<file path="config.mk">
export PLATFORM = sky130hd
export DESIGN_NAME = meep_axil_periph_xbar
export DESIGN_NICKNAME = d
export VERILOG_FILES = /design/src/rtl/meep_axil_periph_xbar.sv
export SDC_FILE = /design/constraint.sdc
export NUM_CORES = 1
export LEC_CHECK = 0
export ABC_AREA = 1
export BUFFER_PORTS_ARGS = -buffer_cell sky130_fd_sc_hd__clkbuf_2
export CAP_MARGIN = 10
export CORE_MARGIN = 10
export CORE_UTILIZATION = 45
export CTS_CLUSTER_SIZE = 28
export DETAILED_ROUTE_END_ITERATION = 16
export PLACE_DENSITY_LB_ADDON = 0.1
export RECOVER_POWER = 25
export SETUP_SLACK_MARGIN = 0.5
export SLEW_MARGIN = 15
export SYNTH_ARGS = -nofsm -noshare
export SYNTH_HDL_FRONTEND = slang
export SYNTH_SLANG_ARGS = --single-unit
</file>
<file path="constraint.sdc">
create_clock -name chipset_clk -period 1.9 [get_ports chipset_clk]
set_input_delay 0.095 -clock chipset_clk [delete_from_list [all_inputs] [get_ports chipset_clk]]
set_output_delay 0.095 -clock chipset_clk [all_outputs]
set_load 0.02 [all_outputs]
</file>
<file path="src/rtl/meep_axil_periph_xbar.sv">
// rtl/meep_axil_periph_xbar.sv - AXI4-Lite 1-to-N address-decoded peripheral bridge
// Optional response timeout with late-response drain: define MEEP_AXIL_TIMEOUT_EN.
module meep_axil_periph_xbar #(
  parameter int N_PORTS = 2,
  parameter int ADDR_W = 13,
  parameter int DATA_W = 32,
  parameter logic [N_PORTS*ADDR_W-1:0] BASE_ADDRS = {13'h1000, 13'h0000},
  parameter logic [N_PORTS*ADDR_W-1:0] ADDR_MASKS = {13'h1000, 13'h1000},
  parameter int TIMEOUT_CYCLES = 1024
) (
  input  logic                         chipset_clk,
  input  logic                         chipset_rst_n,
  input  logic [ADDR_W-1:0]            s_axi_awaddr,
  input  logic                         s_axi_awvalid,
  output logic                         s_axi_awready,
  input  logic [DATA_W-1:0]            s_axi_wdata,
  input  logic [DATA_W/8-1:0]          s_axi_wstrb,
  input  logic                         s_axi_wvalid,
  output logic                         s_axi_wready,
  output logic [1:0]                   s_axi_bresp,
  output logic                         s_axi_bvalid,
  input  logic                         s_axi_bready,
  input  logic [ADDR_W-1:0]            s_axi_araddr,
  input  logic                         s_axi_arvalid,
  output logic                         s_axi_arready,
  output logic [DATA_W-1:0]            s_axi_rdata,
  output logic [1:0]                   s_axi_rresp,
  output logic                         s_axi_rvalid,
  input  logic                         s_axi_rready,
  output logic [N_PORTS*ADDR_W-1:0]    m_axi_awaddr,
  output logic [N_PORTS-1:0]           m_axi_awvalid,
  input  logic [N_PORTS-1:0]           m_axi_awready,
  output logic [N_PORTS*DATA_W-1:0]    m_axi_wdata,
  output logic [N_PORTS*DATA_W/8-1:0]  m_axi_wstrb,
  output logic [N_PORTS-1:0]           m_axi_wvalid,
  input  logic [N_PORTS-1:0]           m_axi_wready,
  input  logic [N_PORTS*2-1:0]         m_axi_bresp,
  input  logic [N_PORTS-1:0]           m_axi_bvalid,
  output logic [N_PORTS-1:0]           m_axi_bready,
  output logic [N_PORTS*ADDR_W-1:0]    m_axi_araddr,
  output logic [N_PORTS-1:0]           m_axi_arvalid,
  input  logic [N_PORTS-1:0]           m_axi_arready,
  input  logic [N_PORTS*DATA_W-1:0]    m_axi_rdata,
  input  logic [N_PORTS*2-1:0]         m_axi_rresp,
  input  logic [N_PORTS-1:0]           m_axi_rvalid,
  output logic [N_PORTS-1:0]           m_axi_rready
);

  localparam int STRB_W = DATA_W / 8;
  localparam int SEL_W = (N_PORTS > 1) ? $clog2(N_PORTS) : 1;

  localparam logic [1:0] W_IDLE  = 2'd0;
  localparam logic [1:0] W_ISSUE = 2'd1;
  localparam logic [1:0] W_WAIT  = 2'd2;
  localparam logic [1:0] W_RESP  = 2'd3;
  localparam logic [1:0] R_IDLE  = 2'd0;
  localparam logic [1:0] R_ISSUE = 2'd1;
  localparam logic [1:0] R_WAIT  = 2'd2;
  localparam logic [1:0] R_RESP  = 2'd3;

  // Returns {hit, index}; scanning downward lets the lowest matching port win.
  function automatic logic [SEL_W:0] decode(input logic [ADDR_W-1:0] addr);
    logic [SEL_W:0] res;
    res = '0;
    for (int i = N_PORTS - 1; i >= 0; i--) begin
      if ((addr & ADDR_MASKS[i*ADDR_W +: ADDR_W]) ==
          (BASE_ADDRS[i*ADDR_W +: ADDR_W] & ADDR_MASKS[i*ADDR_W +: ADDR_W]))
        res = {1'b1, SEL_W'(i)};
    end
    return res;
  endfunction

  function automatic logic [N_PORTS-1:0] onehot(input logic [SEL_W-1:0] sel);
    logic [N_PORTS-1:0] v;
    v = '0;
    v[sel] = 1'b1;
    return v;
  endfunction

  logic [1:0]          w_state;
  logic                aw_held, w_held;
  logic [ADDR_W-1:0]   aw_addr_q;
  logic [DATA_W-1:0]   w_data_q;
  logic [STRB_W-1:0]   w_strb_q;
  logic [SEL_W-1:0]    w_sel;
  logic                aw_pend, w_pend;
  logic [N_PORTS-1:0]  m_awvalid_q, m_wvalid_q;
  logic                s_bvalid_q;
  logic [1:0]          s_bresp_q;

  logic [1:0]          r_state;
  logic [ADDR_W-1:0]   ar_addr_q;
  logic [SEL_W-1:0]    r_sel;
  logic                ar_pend;
  logic [N_PORTS-1:0]  m_arvalid_q;
  logic                s_rvalid_q;
  logic [1:0]          s_rresp_q;
  logic [DATA_W-1:0]   s_rdata_q;

  logic                aw_hs, w_hs, w_both, ar_hs;
  logic [ADDR_W-1:0]   aw_addr_nx;
  logic [SEL_W:0]      aw_dec, ar_dec;
  logic                aw_pend_nx, w_pend_nx, ar_pend_nx;
  logic                w_progress, r_progress;
  logic                w_fire, r_fire, w_blocked, r_blocked;
  logic [N_PORTS-1:0]  w_drain, r_drain;

  assign s_axi_awready = (w_state == W_IDLE) && !aw_held;
  assign s_axi_wready  = (w_state == W_IDLE) && !w_held;
  assign s_axi_arready = (r_state == R_IDLE);
  assign aw_hs = s_axi_awvalid && s_axi_awready;
  assign w_hs  = s_axi_wvalid && s_axi_wready;
  assign ar_hs = s_axi_arvalid && s_axi_arready;
  // Decode on the edge that completes the AW/W pair so the issue is one cycle later.
  assign w_both     = (aw_held || aw_hs) && (w_held || w_hs);
  assign aw_addr_nx = aw_held ? aw_addr_q : s_axi_awaddr;
  assign aw_dec     = decode(aw_addr_nx);
  assign ar_dec     = decode(s_axi_araddr);

  assign aw_pend_nx = aw_pend && !(m_awvalid_q[w_sel] && m_axi_awready[w_sel]);
  assign w_pend_nx  = w_pend && !(m_wvalid_q[w_sel] && m_axi_wready[w_sel]);
  assign ar_pend_nx = ar_pend && !(m_arvalid_q[r_sel] && m_axi_arready[r_sel]);
  assign w_progress = ((w_state == W_ISSUE) && !aw_pend_nx && !w_pend_nx) ||
                      ((w_state == W_WAIT) && m_axi_bvalid[w_sel]);
  assign r_progress = ((r_state == R_ISSUE) && !ar_pend_nx) ||
                      ((r_state == R_WAIT) && m_axi_rvalid[r_sel]);

  assign s_axi_bvalid  = s_bvalid_q;
  assign s_axi_bresp   = s_bresp_q;
  assign s_axi_rvalid  = s_rvalid_q;
  assign s_axi_rresp   = s_rresp_q;
  assign s_axi_rdata   = s_rdata_q;
  assign m_axi_awaddr  = {N_PORTS{aw_addr_q}};
  assign m_axi_wdata   = {N_PORTS{w_data_q}};
  assign m_axi_wstrb   = {N_PORTS{w_strb_q}};
  assign m_axi_araddr  = {N_PORTS{ar_addr_q}};
  assign m_axi_awvalid = m_awvalid_q;
  assign m_axi_wvalid  = m_wvalid_q;
  assign m_axi_arvalid = m_arvalid_q;
  assign m_axi_bready  = ((w_state == W_WAIT) ? onehot(w_sel) : '0) | w_drain;
  assign m_axi_rready  = ((r_state == R_WAIT) ? onehot(r_sel) : '0) | r_drain;

`ifdef MEEP_AXIL_TIMEOUT_EN
  logic [15:0]        w_cnt, r_cnt;
  logic [N_PORTS-1:0] w_drain_q, r_drain_q;

  assign w_drain   = w_drain_q;
  assign r_drain   = r_drain_q;
  assign w_blocked = (w_state == W_ISSUE) && w_drain_q[w_sel];
  assign r_blocked = (r_state == R_ISSUE) && r_drain_q[r_sel];
  assign w_fire = ((w_state == W_ISSUE) || (w_state == W_WAIT)) && !w_blocked &&
                  !w_progress && (w_cnt >= 16'(TIMEOUT_CYCLES - 1));
  assign r_fire = ((r_state == R_ISSUE) || (r_state == R_WAIT)) && !r_blocked &&
                  !r_progress && (r_cnt >= 16'(TIMEOUT_CYCLES - 1));

  // A timed-out port keeps its ready up until one late response has been swallowed.
  always_ff @(posedge chipset_clk or negedge chipset_rst_n) begin
    if (!chipset_rst_n) begin
      w_cnt     <= '0;
      r_cnt     <= '0;
      w_drain_q <= '0;
      r_drain_q <= '0;
    end else begin
      if ((w_state == W_IDLE) || (w_state == W_RESP) || w_progress) w_cnt <= '0;
      else if (!w_blocked) w_cnt <= w_cnt + 16'd1;
      if ((r_state == R_IDLE) || (r_state == R_RESP) || r_progress) r_cnt <= '0;
      else if (!r_blocked) r_cnt <= r_cnt + 16'd1;
      for (int i = 0; i < N_PORTS; i++) begin
        if (w_drain_q[i] && m_axi_bvalid[i]) w_drain_q[i] <= 1'b0;
        if (r_drain_q[i] && m_axi_rvalid[i]) r_drain_q[i] <= 1'b0;
      end
      if (w_fire) w_drain_q[w_sel] <= 1'b1;
      if (r_fire) r_drain_q[r_sel] <= 1'b1;
    end
  end
`else
  assign w_drain   = '0;
  assign r_drain   = '0;
  assign w_blocked = 1'b0;
  assign r_blocked = 1'b0;
  assign w_fire    = 1'b0;
  assign r_fire    = 1'b0;
`endif

  always_ff @(posedge chipset_clk or negedge chipset_rst_n) begin
    if (!chipset_rst_n) begin
      w_state     <= W_IDLE;
      aw_held     <= 1'b0;
      w_held      <= 1'b0;
      aw_addr_q   <= '0;
      w_data_q    <= '0;
      w_strb_q    <= '0;
      w_sel       <= '0;
      aw_pend     <= 1'b0;
      w_pend      <= 1'b0;
      m_awvalid_q <= '0;
      m_wvalid_q  <= '0;
      s_bvalid_q  <= 1'b0;
      s_bresp_q   <= 2'b00;
    end else begin
      case (w_state)
        W_IDLE: begin
          if (aw_hs) begin
            aw_held   <= 1'b1;
            aw_addr_q <= s_axi_awaddr;
          end
          if (w_hs) begin
            w_held   <= 1'b1;
            w_data_q <= s_axi_wdata;
            w_strb_q <= s_axi_wstrb;
          end
          if (w_both) begin
            if (aw_dec[SEL_W]) begin
              w_sel       <= aw_dec[SEL_W-1:0];
              aw_pend     <= 1'b1;
              w_pend      <= 1'b1;
              m_awvalid_q <= w_drain[aw_dec[SEL_W-1:0]] ? '0 : onehot(aw_dec[SEL_W-1:0]);
              m_wvalid_q  <= w_drain[aw_dec[SEL_W-1:0]] ? '0 : onehot(aw_dec[SEL_W-1:0]);
              w_state     <= W_ISSUE;
            end else begin
              s_bvalid_q <= 1'b1;
              s_bresp_q  <= 2'b11;
              w_state    <= W_RESP;
            end
          end
        end
        W_ISSUE: begin
          if (w_fire) begin
            m_awvalid_q <= '0;
            m_wvalid_q  <= '0;
            aw_pend     <= 1'b0;
            w_pend      <= 1'b0;
            s_bvalid_q  <= 1'b1;
            s_bresp_q   <= 2'b10;
            w_state     <= W_RESP;
          end else if (!w_blocked) begin
            aw_pend     <= aw_pend_nx;
            w_pend      <= w_pend_nx;
            m_awvalid_q <= aw_pend_nx ? onehot(w_sel) : '0;
            m_wvalid_q  <= w_pend_nx ? onehot(w_sel) : '0;
            if (!aw_pend_nx && !w_pend_nx) w_state <= W_WAIT;
          end
        end
        W_WAIT: begin
          if (m_axi_bvalid[w_sel]) begin
            s_bresp_q  <= m_axi_bresp[w_sel*2 +: 2];
            s_bvalid_q <= 1'b1;
            w_state    <= W_RESP;
          end else if (w_fire) begin
            s_bresp_q  <= 2'b10;
            s_bvalid_q <= 1'b1;
            w_state    <= W_RESP;
          end
        end
        default: begin
          if (s_axi_bready) begin
            s_bvalid_q <= 1'b0;
            aw_held    <= 1'b0;
            w_held     <= 1'b0;
            aw_addr_q  <= '0;
            w_data_q   <= '0;
            w_strb_q   <= '0;
            w_state    <= W_IDLE;
          end
        end
      endcase
    end
  end

  always_ff @(posedge chipset_clk or negedge chipset_rst_n) begin
    if (!chipset_rst_n) begin
      r_state     <= R_IDLE;
      ar_addr_q   <= '0;
      r_sel       <= '0;
      ar_pend     <= 1'b0;
      m_arvalid_q <= '0;
      s_rvalid_q  <= 1'b0;
      s_rresp_q   <= 2'b00;
      s_rdata_q   <= '0;
    end else begin
      case (r_state)
        R_IDLE: begin
          if (ar_hs) begin
            ar_addr_q <= s_axi_araddr;
            if (ar_dec[SEL_W]) begin
              r_sel       <= ar_dec[SEL_W-1:0];
              ar_pend     <= 1'b1;
              m_arvalid_q <= r_drain[ar_dec[SEL_W-1:0]] ? '0 : onehot(ar_dec[SEL_W-1:0]);
              r_state     <= R_ISSUE;
            end else begin
              s_rvalid_q <= 1'b1;
              s_rresp_q  <= 2'b11;
              s_rdata_q  <= '0;
              r_state    <= R_RESP;
            end
          end
        end
        R_ISSUE: begin
          if (r_fire) begin
            m_arvalid_q <= '0;
            ar_pend     <= 1'b0;
            s_rvalid_q  <= 1'b1;
            s_rresp_q   <= 2'b10;
            s_rdata_q   <= '0;
            r_state     <= R_RESP;
          end else if (!r_blocked) begin
            ar_pend     <= ar_pend_nx;
            m_arvalid_q <= ar_pend_nx ? onehot(r_sel) : '0;
            if (!ar_pend_nx) r_state <= R_WAIT;
          end
        end
        R_WAIT: begin
          if (m_axi_rvalid[r_sel]) begin
            s_rdata_q  <= m_axi_rdata[r_sel*DATA_W +: DATA_W];
            s_rresp_q  <= m_axi_rresp[r_sel*2 +: 2];
            s_rvalid_q <= 1'b1;
            r_state    <= R_RESP;
          end else if (r_fire) begin
            s_rdata_q  <= '0;
            s_rresp_q  <= 2'b10;
            s_rvalid_q <= 1'b1;
            r_state    <= R_RESP;
          end
        end
        default: begin
          if (s_axi_rready) begin
            s_rvalid_q <= 1'b0;
            ar_addr_q  <= '0;
            r_state    <= R_IDLE;
          end
        end
      endcase
    end
  end

endmodule
</file>
==> results of run 1 <==
-- cells in the mapped netlist --
master	count	share of area, %
nand2_1	84	5.5
o21ai_1	42	3.7
a21o_1	2	0.26
nor2_1	12	0.78
buf_6	2	0.39
nand3_1	80	7.0
o32ai_1	1	0.15
o2111ai_1	1	0.15
a21oi_1	5	0.44
inv_2	3	0.20
or2_2	1	0.11
a22oi_1	32	4.2
o21bai_1	1	0.13
nand4_1	1	0.11
inv_1	79	5.2
buf_4	63	8.2
clkbuf_1	5	0.33
o22ai_2	1	0.22
o21ai_2	10	1.5
o21a_1	2	0.26
dfrtp_1	117	51
nor3_1	1	0.087
nand3_2	3	0.52
a31oi_1	1	0.11
ha_1	8	1.7
nor2_2	2	0.22
buf_2	23	2.0
o21ai_0	58	5.1
o22ai_1	4	0.44
-- registers in the layout (all words and copies together) (netlist names), 2 cells and up --
name,count
s_axi_rresp,2
w_data_q,32
s_axi_rdata,32
ar_addr_q,13
m_axi_arvalid,2
r_state,2
w_state,2
m_axi_awvalid,2
s_axi_bresp,2
m_axi_wvalid,2
aw_addr_q,13
w_strb_q,4
-- layout make-up --
| class | instances | share of cell area [%] |
|---|---|---|
| diodes | 2 | 0.04583 |
| clock buffers | 22 | 4.159 |
| clock inverters | 10 | 1.192 |
| inverters | 82 | 2.979 |
| multi-input cells | 355 | 25.65 |
| flip-flops and latches | 117 | 26.82 |
| well taps | 172 | 1.971 |
| repair buffers | 519 | 37.18 |
-- metrics by stage --
step / std cells / setup WS (ps) / power [mW]
floorplan: 644 / 358.9 / 9.719
global placement: 1062 / 203.4 / 11.38
detailed placement: 1062 / 86.54 / 11.56
CTS: 1248 / 256.1 / 17.57
global route: 1279 / 87.75 / 20.55
finish: 1279 / 166.0 / 19.72
-- logic make-up (layout without fill, tap and decap cells) --
logic type      Yosys count  after routing  synth area share, %
simple gates            184            187                14.30
buf+inv                 175            633                16.33
compound gates          160            160                16.59
flops                   117            117                51.02
fa+ha+maj                 8              8                1.745
other cells               0              2                    0
-- per-layer routing --
metal  global-route usage, %  routed length [um]
met1                   26.10                9192
met2                   48.56               14630
met3                   9.235                2526
met4                   10.82                1131
met5                       0                   0
-- how the worst max path moves through the flow --
stage,slack [ps],startpoint,endpoint,cells past startpoint
global route,90,r_state[0],s_axi_rdata[13],11
global placement,200,w_state[1],aw_addr_q[10],7
floorplan,360,w_state[1],w_data_q[0],9
finish,170,w_state[1],w_data_q[6],10
detailed placement,90,w_state[1],w_strb_q[3],8
CTS,260,r_state[1],s_axi_rdata[5],10
-- worst register-to-register path, stage by stage (launching register included) --
cell and delay (ps):
dfrtp_1 390, inv_2 90, ha_4 180, buf_12 120
inv_8 40, nor2_4 130, nand3_4 180, buf_6 190
buf_16 130, nand3_1 100, o21ai_2 80
-- repair_timing --
item / CTS / global route
hold buffers: 96 / 1
hold endpoints to repair: 114 / 1
cloned: 14 / 9
buffers inserted: 44 / 19
setup endpoints to repair: 120 / 123
gates resized for setup: 143 / 150
pin swaps: 18 / 26
-- power by group --
group / total, mW / switching, mW / leakage [nW] / internal (mW)
Combinational: 12.1 / 6.88 / 3.82 / 5.19
Sequential: 4.42 / 0.977 / 1.55 / 3.44
Clock: 3.23 / 1.14 / 0.284 / 2.08
Total: 19.7 / 9.00 / 5.65 / 10.7
==> impl_results.md, run 1 <==
- Outcome: complete, but fails checks
- Failing checks: negative hold slack
- Pwr per Cell Area: 1805 nW/um2
- Hold Path Stages: 3
- Slowest CP cell: dfrtp_1
- Crit path cell chain: inv_2 > ha_4 > buf_12 > inv_8 > nor2_4 > nand3_4 > buf_6 > buf_16 > nand3_1 > o21ai_2
- Initial core utilization: 45.65%
- Max_slew headroom: 48.77%
- Commonest non-fill, non-tap cell in the layout: clkbuf_2
- MaxCap Viol Count: 0
- Vias/cell: 5.343
- Final setup TNS: 0 ps
- WHS: -9.962 ps
- Antenna violations before repair: 2
- Arrival time at the worst endpoint: 2030 ps
- CP Class: reg2reg
- Register-to-register setup slack: 170 ps
- Critical path required time: 2200 ps
- Area growth syn-to-layout: 90.32%
- Max IR drop VDD: 1.058 mV
- Sequential share of the synthesized area: 51.02%
- Sequential cell area: 2929 um2
- Buf/Inv on CP: 5
- CP delay by family, top: buffers and inverters
- LEAKAGE: 5.650 nW
- Overall die height: 132.9 um
- CTS Sinks: 117
- Later-pin clock latency in the skew report: 420 ps
- Fin. Hold Viols: 5
- Routed WL: 27480 um
- Layout cells sized above 1: 57.74%
- Via count: 6834
- RSZ-0062 raised after global routing: true
- DP HPWL: 14680 um
- Crit share post-route: 91.27%
- Yosys warns: 0
- CTS buffer count: 17
- Commonest cells after routing, fill and taps aside: 319 x clkbuf_2, 116 x dfrtp_1, 97 x dlygate4sd3_1
- # nets final: 1251
- First-pass GRT wire length: 37650 um
- Global route total overflow: 0
- FILL cells: 576
- Library cells used by synthesis: 29
- Area after DPL: 7283 um2
- 1st-iter DRT viols: 554
- Max clock buf depth: 2
- Slowest stage delay, CP: 390 ps
- Syn nets: 803
- Crit-path max FO: 6
- Reg2reg path depth: 10
- Die area: 17670 um2
- Hold WC Path Type: in2reg
- Pin count of the biggest net entering global routing: 62
- Max Slew Vio Count: 0
- Clock skew: 6.610 ps
- FF+latch count, synth: 117
- Worst Hold Path EP: s_axi_bresp[1]
- Buffers added on ports: 325
- Post-layout util: 86.89%
- I/O pins: 326
- Achievable Freq: 576.7 MHz
- Cells after synthesis: 644
- RD Place Congestion: 0.8759
- Worst-path clk slew: 60 ps
- DRC: 0
- Area of the core: 12570 um2
- R2r endpoint: w_data_q[6]
- Routed Antenna Nets: 0
- Crit start category: flip-flop
- CTS tree: yes
- Tot GR Track Use: 26.31%
- Reg2reg start: w_state[1]
- DR WL/cell: 21.48 um
- Root Buffer: clkbuf_16
- Vias in the first global route: 7077
- Crit path time final: 1734 ps
- Mapped Area: 5738 um2
- Worst Tran Pin Value: 768.5 ps
- CP endpoint kind: flip-flop
- Area of the multi-input gates: 2801 um2
- Final Setup Violations: 0
- Design area: 10920 um2
- Die X-Extent: 132.9 um
- H-tree level count: 4
- Syn Area/Cell: 8.910 um2
- Hold Crit Start: m_axi_bresp[1]
- Placement Rows: 41
- Pre-Repair DR Iteration Count: 5
(Power assumes the default switching activity.)
==> inputs of run 2 (changes only) <==
- GPL_TIMING_DRIVEN: not set -> 0
==> run 2 against run 1 <==
Compared with the run above:
- the run still ends with negative hold slack left
- cell area grew 8.3%
- clock skew is 3.2 ps higher
- core utilization is 7.2 points higher
- critical endpoint is now s_axi_rdata[5]
- hold slack gained 4.9 ps
- die area stayed put
- sequential power up 2%
- first-iteration DRC count grew 79%
- via count grew 20%
- register-to-register slack got worse by 140 ps
- combinational power rose by 17%
==> impl_results.md, run 2 (synthesis gave the netlist of run 1 again) <==
- Max Slew Vio Count: 0 (unchanged)
- Final setup TNS: 0 ps (unchanged)
- Vias/cell: 5.905 (was 5.343)
- Overall die height: 132.9 um (unchanged)
- H-tree level count: 4 (unchanged)
- Pwr per Cell Area: 1838 nW/um2 (was 1805 nW/um2)
- DRC: 0 (unchanged)
- DP HPWL: 15930 um (was 14680 um)
- Commonest cells after routing, fill and taps aside: 318 x clkbuf_2, 116 x dfrtp_1, 113 x dlygate4sd3_1 (was 319 x clkbuf_2, 116 x dfrtp_1, 97 x dlygate4sd3_1)
- Reg2reg start: r_state[1] (was w_state[1])
- Later-pin clock latency in the skew report: 430 ps (was 420 ps)
- Crit share post-route: 98.61% (was 91.27%)
- Pre-Repair DR Iteration Count: 7 (was 5)
- Critical path required time: 2190 ps (was 2200 ps)
- Initial core utilization: 45.65% (unchanged)
- CTS Sinks: 117 (unchanged)
- MaxCap Viol Count: 0 (unchanged)
- Slowest stage delay, CP: 450 ps (was 390 ps)
- Clock skew: 9.845 ps (was 6.610 ps)
- Stages on worst setup path: 7 (was 10)
- Commonest non-fill, non-tap cell in the layout: clkbuf_2 (unchanged)
- CP endpoint kind: flip-flop (unchanged)
- Achievable Freq: 533.8 MHz (was 576.7 MHz)
- Worst Hold Path EP: s_axi_rdata[4] (was s_axi_bresp[1])
- R2r endpoint: s_axi_rdata[5] (was w_data_q[6])
- WHS: -5.035 ps (was -9.962 ps)
- Crit start category: flip-flop (unchanged)
- Buf/Inv on CP: 3 (was 5)
- DR WL/cell: 26.00 um (was 21.48 um)
- RSZ-0062 raised after global routing: true (unchanged)
- Most used cell, CP: buf_12
- RD Place Congestion: 0.8142 (was 0.8759)
- Routed Antenna Nets: 0 (unchanged)
- Crit-path max FO: 10 (was 6)
- Final Setup Violations: 0 (unchanged)
- Antenna violations before repair: 4 (was 2)
- Placement Rows: 41 (unchanged)
- Crit path time final: 1874 ps (was 1734 ps)
- Crit path cell chain: ha_4 > nand2_4 > clkinvlp_4 > buf_12 > buf_12 > a22oi_2 > o21ai_2 (was inv_2 > ha_4 > buf_12 > inv_8 > nor2_4 > nand3_4 > buf_6 > buf_16 > nand3_1 > o21ai_2)
- Area of the core: 12570 um2 (unchanged)
- CTS tree: yes (unchanged)
- Worst Tran Pin Value: 1418 ps (was 768.5 ps)
- CTS buffer count: 17 (unchanged)
- 1st-iter DRT viols: 989 (was 554)
- Fin. Hold Viols: 1 (was 5)
- Outcome: complete, but fails checks (unchanged)
- Post-layout util: 94.13% (was 86.89%)
- Failing checks: negative hold slack (unchanged)
- Via count: 8172 (was 6834)
- Register-to-register setup slack: 30 ps (was 170 ps)
- Vias in the first global route: 7735 (was 7077)
- I/O pins: 326 (unchanged)
- CP delay by family, top: compound AO/OA/AOI/OAI gates (was buffers and inverters)
- Routed WL: 35980 um (was 27480 um)
- First-pass GRT wire length: 43080 um (was 37650 um)
- Hold Crit Start: m_axi_rdata[36] (was m_axi_bresp[1])
- Worst-path clk slew: 60 ps (about the same)
- LEAKAGE: 6.133 nW (was 5.650 nW)
- Area growth syn-to-layout: 106.2% (was 90.32%)
- Max IR drop VDD: 1.281 mV (was 1.058 mV)
- Root Buffer: clkbuf_16 (unchanged)
- CP Class: reg2reg (unchanged)
- Max_slew headroom: 5.460% (was 48.77%)
- Hold Path Stages: 3 (unchanged)
- Reg2reg path depth: 7 (was 10)
- Area after DPL: 7855 um2 (was 7283 um2)
- Die X-Extent: 132.9 um (unchanged)
- Hold WC Path Type: in2reg (unchanged)
- Die area: 17670 um2 (unchanged)
- Max clock buf depth: 2 (unchanged)
- Slowest CP cell: dfrtp_2 (was dfrtp_1)
- Tot GR Track Use: 30.44% (was 26.31%)
- Layout cells sized above 1: 63.00% (was 57.74%)
- Design area: 11830 um2 (was 10920 um2)
- # nets final: 1357 (was 1251)
- Pin count of the biggest net entering global routing: 64 (was 62)
- Global route total overflow: 0 (unchanged)
- Buffers added on ports: 325 (unchanged)
- Arrival time at the worst endpoint: 2170 ps (was 2030 ps)
- FILL cells: 380 (was 576)
run 2: cell types whose count changed in the layout (fill, tap and decap cells not counted), sizes merged:
cell / previous run / this run
buf: 90 / 188
bufbuf: 4 / 0
bufinv: 3 / 1
clkbuf: 350 / 348
clkinv: 5 / 4
clkinvlp: 2 / 1
diode: 2 / 4
dlygate4sd3: 97 / 113
inv: 82 / 81
nand2: 84 / 85
nand3: 86 / 85
run 2: through the flow:
step	total power, mW	std cells	worst slack [ps]
2_1_floorplan	9.719	644	358.9
3_3_place_gp	12.32	1141	-1051
3_5_place_dp	12.43	1142	179.4
4_1_cts	18.44	1346	236.0
5_1_grt	22.45	1384	-37.19
6_report	21.74	1384	26.50
run 2: tightest hold or removal path, stage by stage:
cell and delay (ps):
clkbuf_2 90, a22oi_2 90, o21ai_2 110
run 2: repair_timing:
item | in CTS | in global routing
pin swaps | 32 | 38
buffers inserted | 47 | 28
endpoints found under the hold margin | 148 | 0
gates cloned | 15 | 6
resized for setup | 220 | 168
endpoints found under the setup margin | 119 | 124
hold buffers | 113 | 0
run 2: per-layer routing:
layer	wire [um]	up-vias	global-route usage [%]	share of wire [%]
li1	-	3202	-	-
met2	18160	784	56.03	50
met1	11510	3896	30.58	32
met4	2855	0	14.06	7.9
met3	3451	290	9.311	9.6
met5	0	-	0	0
run 2: layout make-up:
type | count | area, um2 | area share (%)
sequential | 117 | 2929 | 24.76
multi-input combinational | 355 | 2969 | 25.10
antenna | 4 | 10.01 | 0.08461
buffer | 93 | 904.6 | 7.647
timing repair buffer | 532 | 3926 | 33.19
clock buffer | 24 | 491.7 | 4.157
clock inverter | 5 | 50.05 | 0.4231
inverter | 82 | 334.1 | 2.824
tap | 172 | 215.2 | 1.819
run 2: worst max-delay path by stage:
stage | from | end | slack (ps)
2_1_floorplan | w_state[1] | w_data_q[0] | 360
3_3_place_gp | chipset_rst_n | s_axi_rdata[13] | -1050
3_5_place_dp | r_state[0] | s_axi_rdata[11] | 180
4_1_cts | r_state[1] | m_axi_rready[1] | 240
5_1_grt | r_state[0] | s_axi_rdata[5] | -40
6_report | r_state[1] | s_axi_rdata[5] | 30
run 2: report_power, final:
group / total [mW] / internal, mW / switching [mW]
Combinational: 14.2 / 6.13 / 8.02
Clock: 3.07 / 1.90 / 1.17
Sequential: 4.52 / 3.44 / 1.07
Total: 21.7 / 11.5 / 10.3
==> inputs of run 3 (changes only) <==
- clock period: 1.9 -> 2.1 ns (I/O delays scaled with it)
==> run 3 against run 2 <==
Compared with the run above:
- the run now ends clean
- final cell count shrank 7.2%
- first-iteration DRC count shrank 70%
- non-clock buffer count shrank 95
- critical endpoint is now w_data_q[19]
==> impl_results.md, run 3 (synthesis gave the netlist of run 1 again) <==
- Outcome: complete, no violations (was complete, but fails checks)
- Non-filler cells, final: 1285 (was 1384)
- DP HPWL: 15620 um (was 15930 um)
- MaxCap Viol Count: 0 (unchanged)
- Crit share post-route: 78.87% (was 98.61%)
- Slowest CP cell: dfrtp_1 (was dfrtp_2)
- Tot GR Track Use: 23.93% (was 30.44%)
- Combinational share of power: 58.2% (was 65.1%)
- Most used cell, CP: buf_6 (was buf_12)
- Flop pwr share: 25.2% (was 20.8%)
- Layout cells sized above 1: 50.94% (was 63.00%)
- Die area: 17670 um2 (unchanged)
- Max clock buf depth: 2 (unchanged)
- Worst-path clk slew: 50 ps (was 60 ps)
- Max_slew headroom: 1.959% (was 5.460%)
- DR WL/cell: 17.21 um (was 26.00 um)
- Setup ws final: 443.7 ps (was 26.50 ps)
- Vias in the first global route: 6683 (was 7735)
- Crit start category: flip-flop (unchanged)
- Later-pin clock latency in the skew report: 410 ps (was 430 ps)
- Area of the core: 12570 um2 (unchanged)
- 1st-iter DRT viols: 293 (was 989)
- Setup slack at placement: 121.4 ps (was 179.4 ps)
- CP Class: reg2reg (unchanged)
- Buffers added on ports: 325 (unchanged)
- Root Buffer: clkbuf_16 (unchanged)
- CTS Sinks: 117 (unchanged)
- CTS buffer count: 17 (unchanged)
- First-pass GRT wire length: 34510 um (was 43080 um)
- Slowest stage delay, CP: 390 ps (was 450 ps)
- Clock skew: 5.919 ps (was 9.845 ps)
- Area growth syn-to-layout: 71.89% (was 106.2%)
- Commonest non-fill, non-tap cell in the layout: clkbuf_2 (unchanged)
- I/O pins: 326 (unchanged)
- Design area: 9863 um2 (was 11830 um2)
- Final Setup Violations: 0 (unchanged)
- Pin count of the biggest net entering global routing: 63 (was 64)
- DRC: 0 (unchanged)
- Crit path time final: 1656 ps (was 1874 ps)
- Max IR drop VDD: 1.101 mV (was 1.281 mV)
- Commonest cells after routing, fill and taps aside: 323 x clkbuf_2, 116 x dfrtp_1, 93 x buf_4 (was 318 x clkbuf_2, 116 x dfrtp_1, 113 x dlygate4sd3_1)
- Max Slew Vio Count: 0 (unchanged)
- Switching portion of total power: 44.78% (was 47.21%)
- Worst Tran Pin Value: 1471 ps (was 1418 ps)
- Hold WC Path Type: in2reg (unchanged)
- Antenna diodes: 0 (was 4)
- RSZ-0062 raised after global routing: true (unchanged)
- Int Pwr: 8.456 mW (was 11.48 mW)
- Overall die height: 132.9 um (unchanged)
- Critical path required time: 2390 ps (was 2190 ps)
- Die X-Extent: 132.9 um (unchanged)
- RD Place Congestion: 0.7944 (was 0.8142)
- Crit-path max FO: 6 (was 10)
- Via count: 6242 (was 8172)
- WHS: 0.7010 ps (was -5.035 ps)
- Area after DPL: 7621 um2 (was 7855 um2)
- Arrival time at the worst endpoint: 1950 ps (was 2170 ps)
- Global route total overflow: 0 (unchanged)
- Pre-Repair DR Iteration Count: 4 (was 7)
- Sw Pwr: 6.857 mW (was 10.26 mW)
- Clk pwr share: 16.6% (was 14.1%)
- Placement Rows: 41 (unchanged)
- Post-layout util: 78.48% (was 94.13%)
- Antenna violations before repair: 0 (was 4)
- LEAKAGE: 5.372 nW (was 6.133 nW)
- H-tree level count: 4 (unchanged)
- Initial core utilization: 45.65% (unchanged)
- # nets final: 1261 (was 1357)
- Crit path cell chain: inv_2 > ha_4 > buf_8 > inv_8 > nor2_4 > buf_6 > nand3_4 > buf_6 > nand3_1 > o21ai_1 (was ha_4 > nand2_4 > clkinvlp_4 > buf_12 > buf_12 > a22oi_2 > o21ai_2)
- Pwr per Cell Area: 1553 nW/um2 (was 1838 nW/um2)
- Final setup TNS: 0 ps (unchanged)
- Fin. Hold Viols: 0 (was 1)
- CP endpoint kind: flip-flop (unchanged)
- Placed Cells: 1142 (unchanged)
- Achievable Freq: 603.7 MHz (was 533.8 MHz)
- Routed Antenna Nets: 0 (unchanged)
- CTS tree: yes (unchanged)
- Design Power: 15.31 mW (was 21.74 mW)
- Vias/cell: 4.858 (was 5.905)
- Routed WL: 22120 um (was 35980 um)
## run 3: power by group through the flow
stage                     Sequential [mW]  Clock [mW]  Combinational, mW
after floorplan                      4.59           0               3.76
after global placement               3.81           0               6.86
after detailed placement             3.83           0               6.94
after CTS                            3.81        2.59               8.18
after global routing                 3.97        2.68               9.65
final                                3.85        2.55               8.91
## run 3: worst paths after layout
| check | startpoint | end | slack [ps] | cells after the start |
|---|---|---|---|---|
| worst min-delay path | m_axi_rdata[5] | s_axi_rdata[5] | 0.7 | 3 |
| worst max-delay path | w_state[0] | w_data_q[19] | 440 | 10 |
| worst min register to register | s_axi_rdata[2] | s_axi_rdata[2] | 480 | 2 |
| max in group asynchronous | chipset_rst_n | r_state[1] | 520 | 2 |
| worst max register to register | w_state[0] | w_data_q[19] | 440 | 10 |
| min in group asynchronous | chipset_rst_n | s_axi_bresp[1] | 590 | 2 |
## run 3: repair_timing
action | CTS | global route
buffers inserted | 21 | 8
pin swaps | 7 | 11
endpoints found under the setup margin | 110 | 117
gates cloned | 7 | 2
gates resized for setup | 103 | 84
hold buffers | 75 | 0
endpoints found under the hold margin | 129 | 0
## run 3: critical path: cells and delay by family (launching register included)
kind	cells	cell delay, ps
compound gates	1	70
simple gates	3	330
fa+ha+maj	1	150
flops	1	390
buf+inv	5	590
## run 3: layer usage
| layer | part of all wire [%] | GRT usage [%] | up-vias | routed length, um |
|---|---|---|---|---|
| met5 | 0 | 0 | - | 0 |
| met4 | 2.2 | 8.863 | 0 | 481 |
| met1 | 38 | 25.34 | 2936 | 8302 |
| met2 | 52 | 42.58 | 270 | 11530 |
| li1 | - | - | 3004 | - |
| met3 | 8.2 | 8.554 | 32 | 1805 |
## run 3: cell type report
type / instances / area (um2)
sequential: 117 / 2929
timing repair buffer: 437 / 2814
fill: 867 / 2705
multi-input combinational: 354 / 2281
buffer: 93 / 785.8
clock buffer: 25 / 495.5
inverter: 82 / 317.8
tap: 172 / 215.2
clock inverter: 5 / 25.02
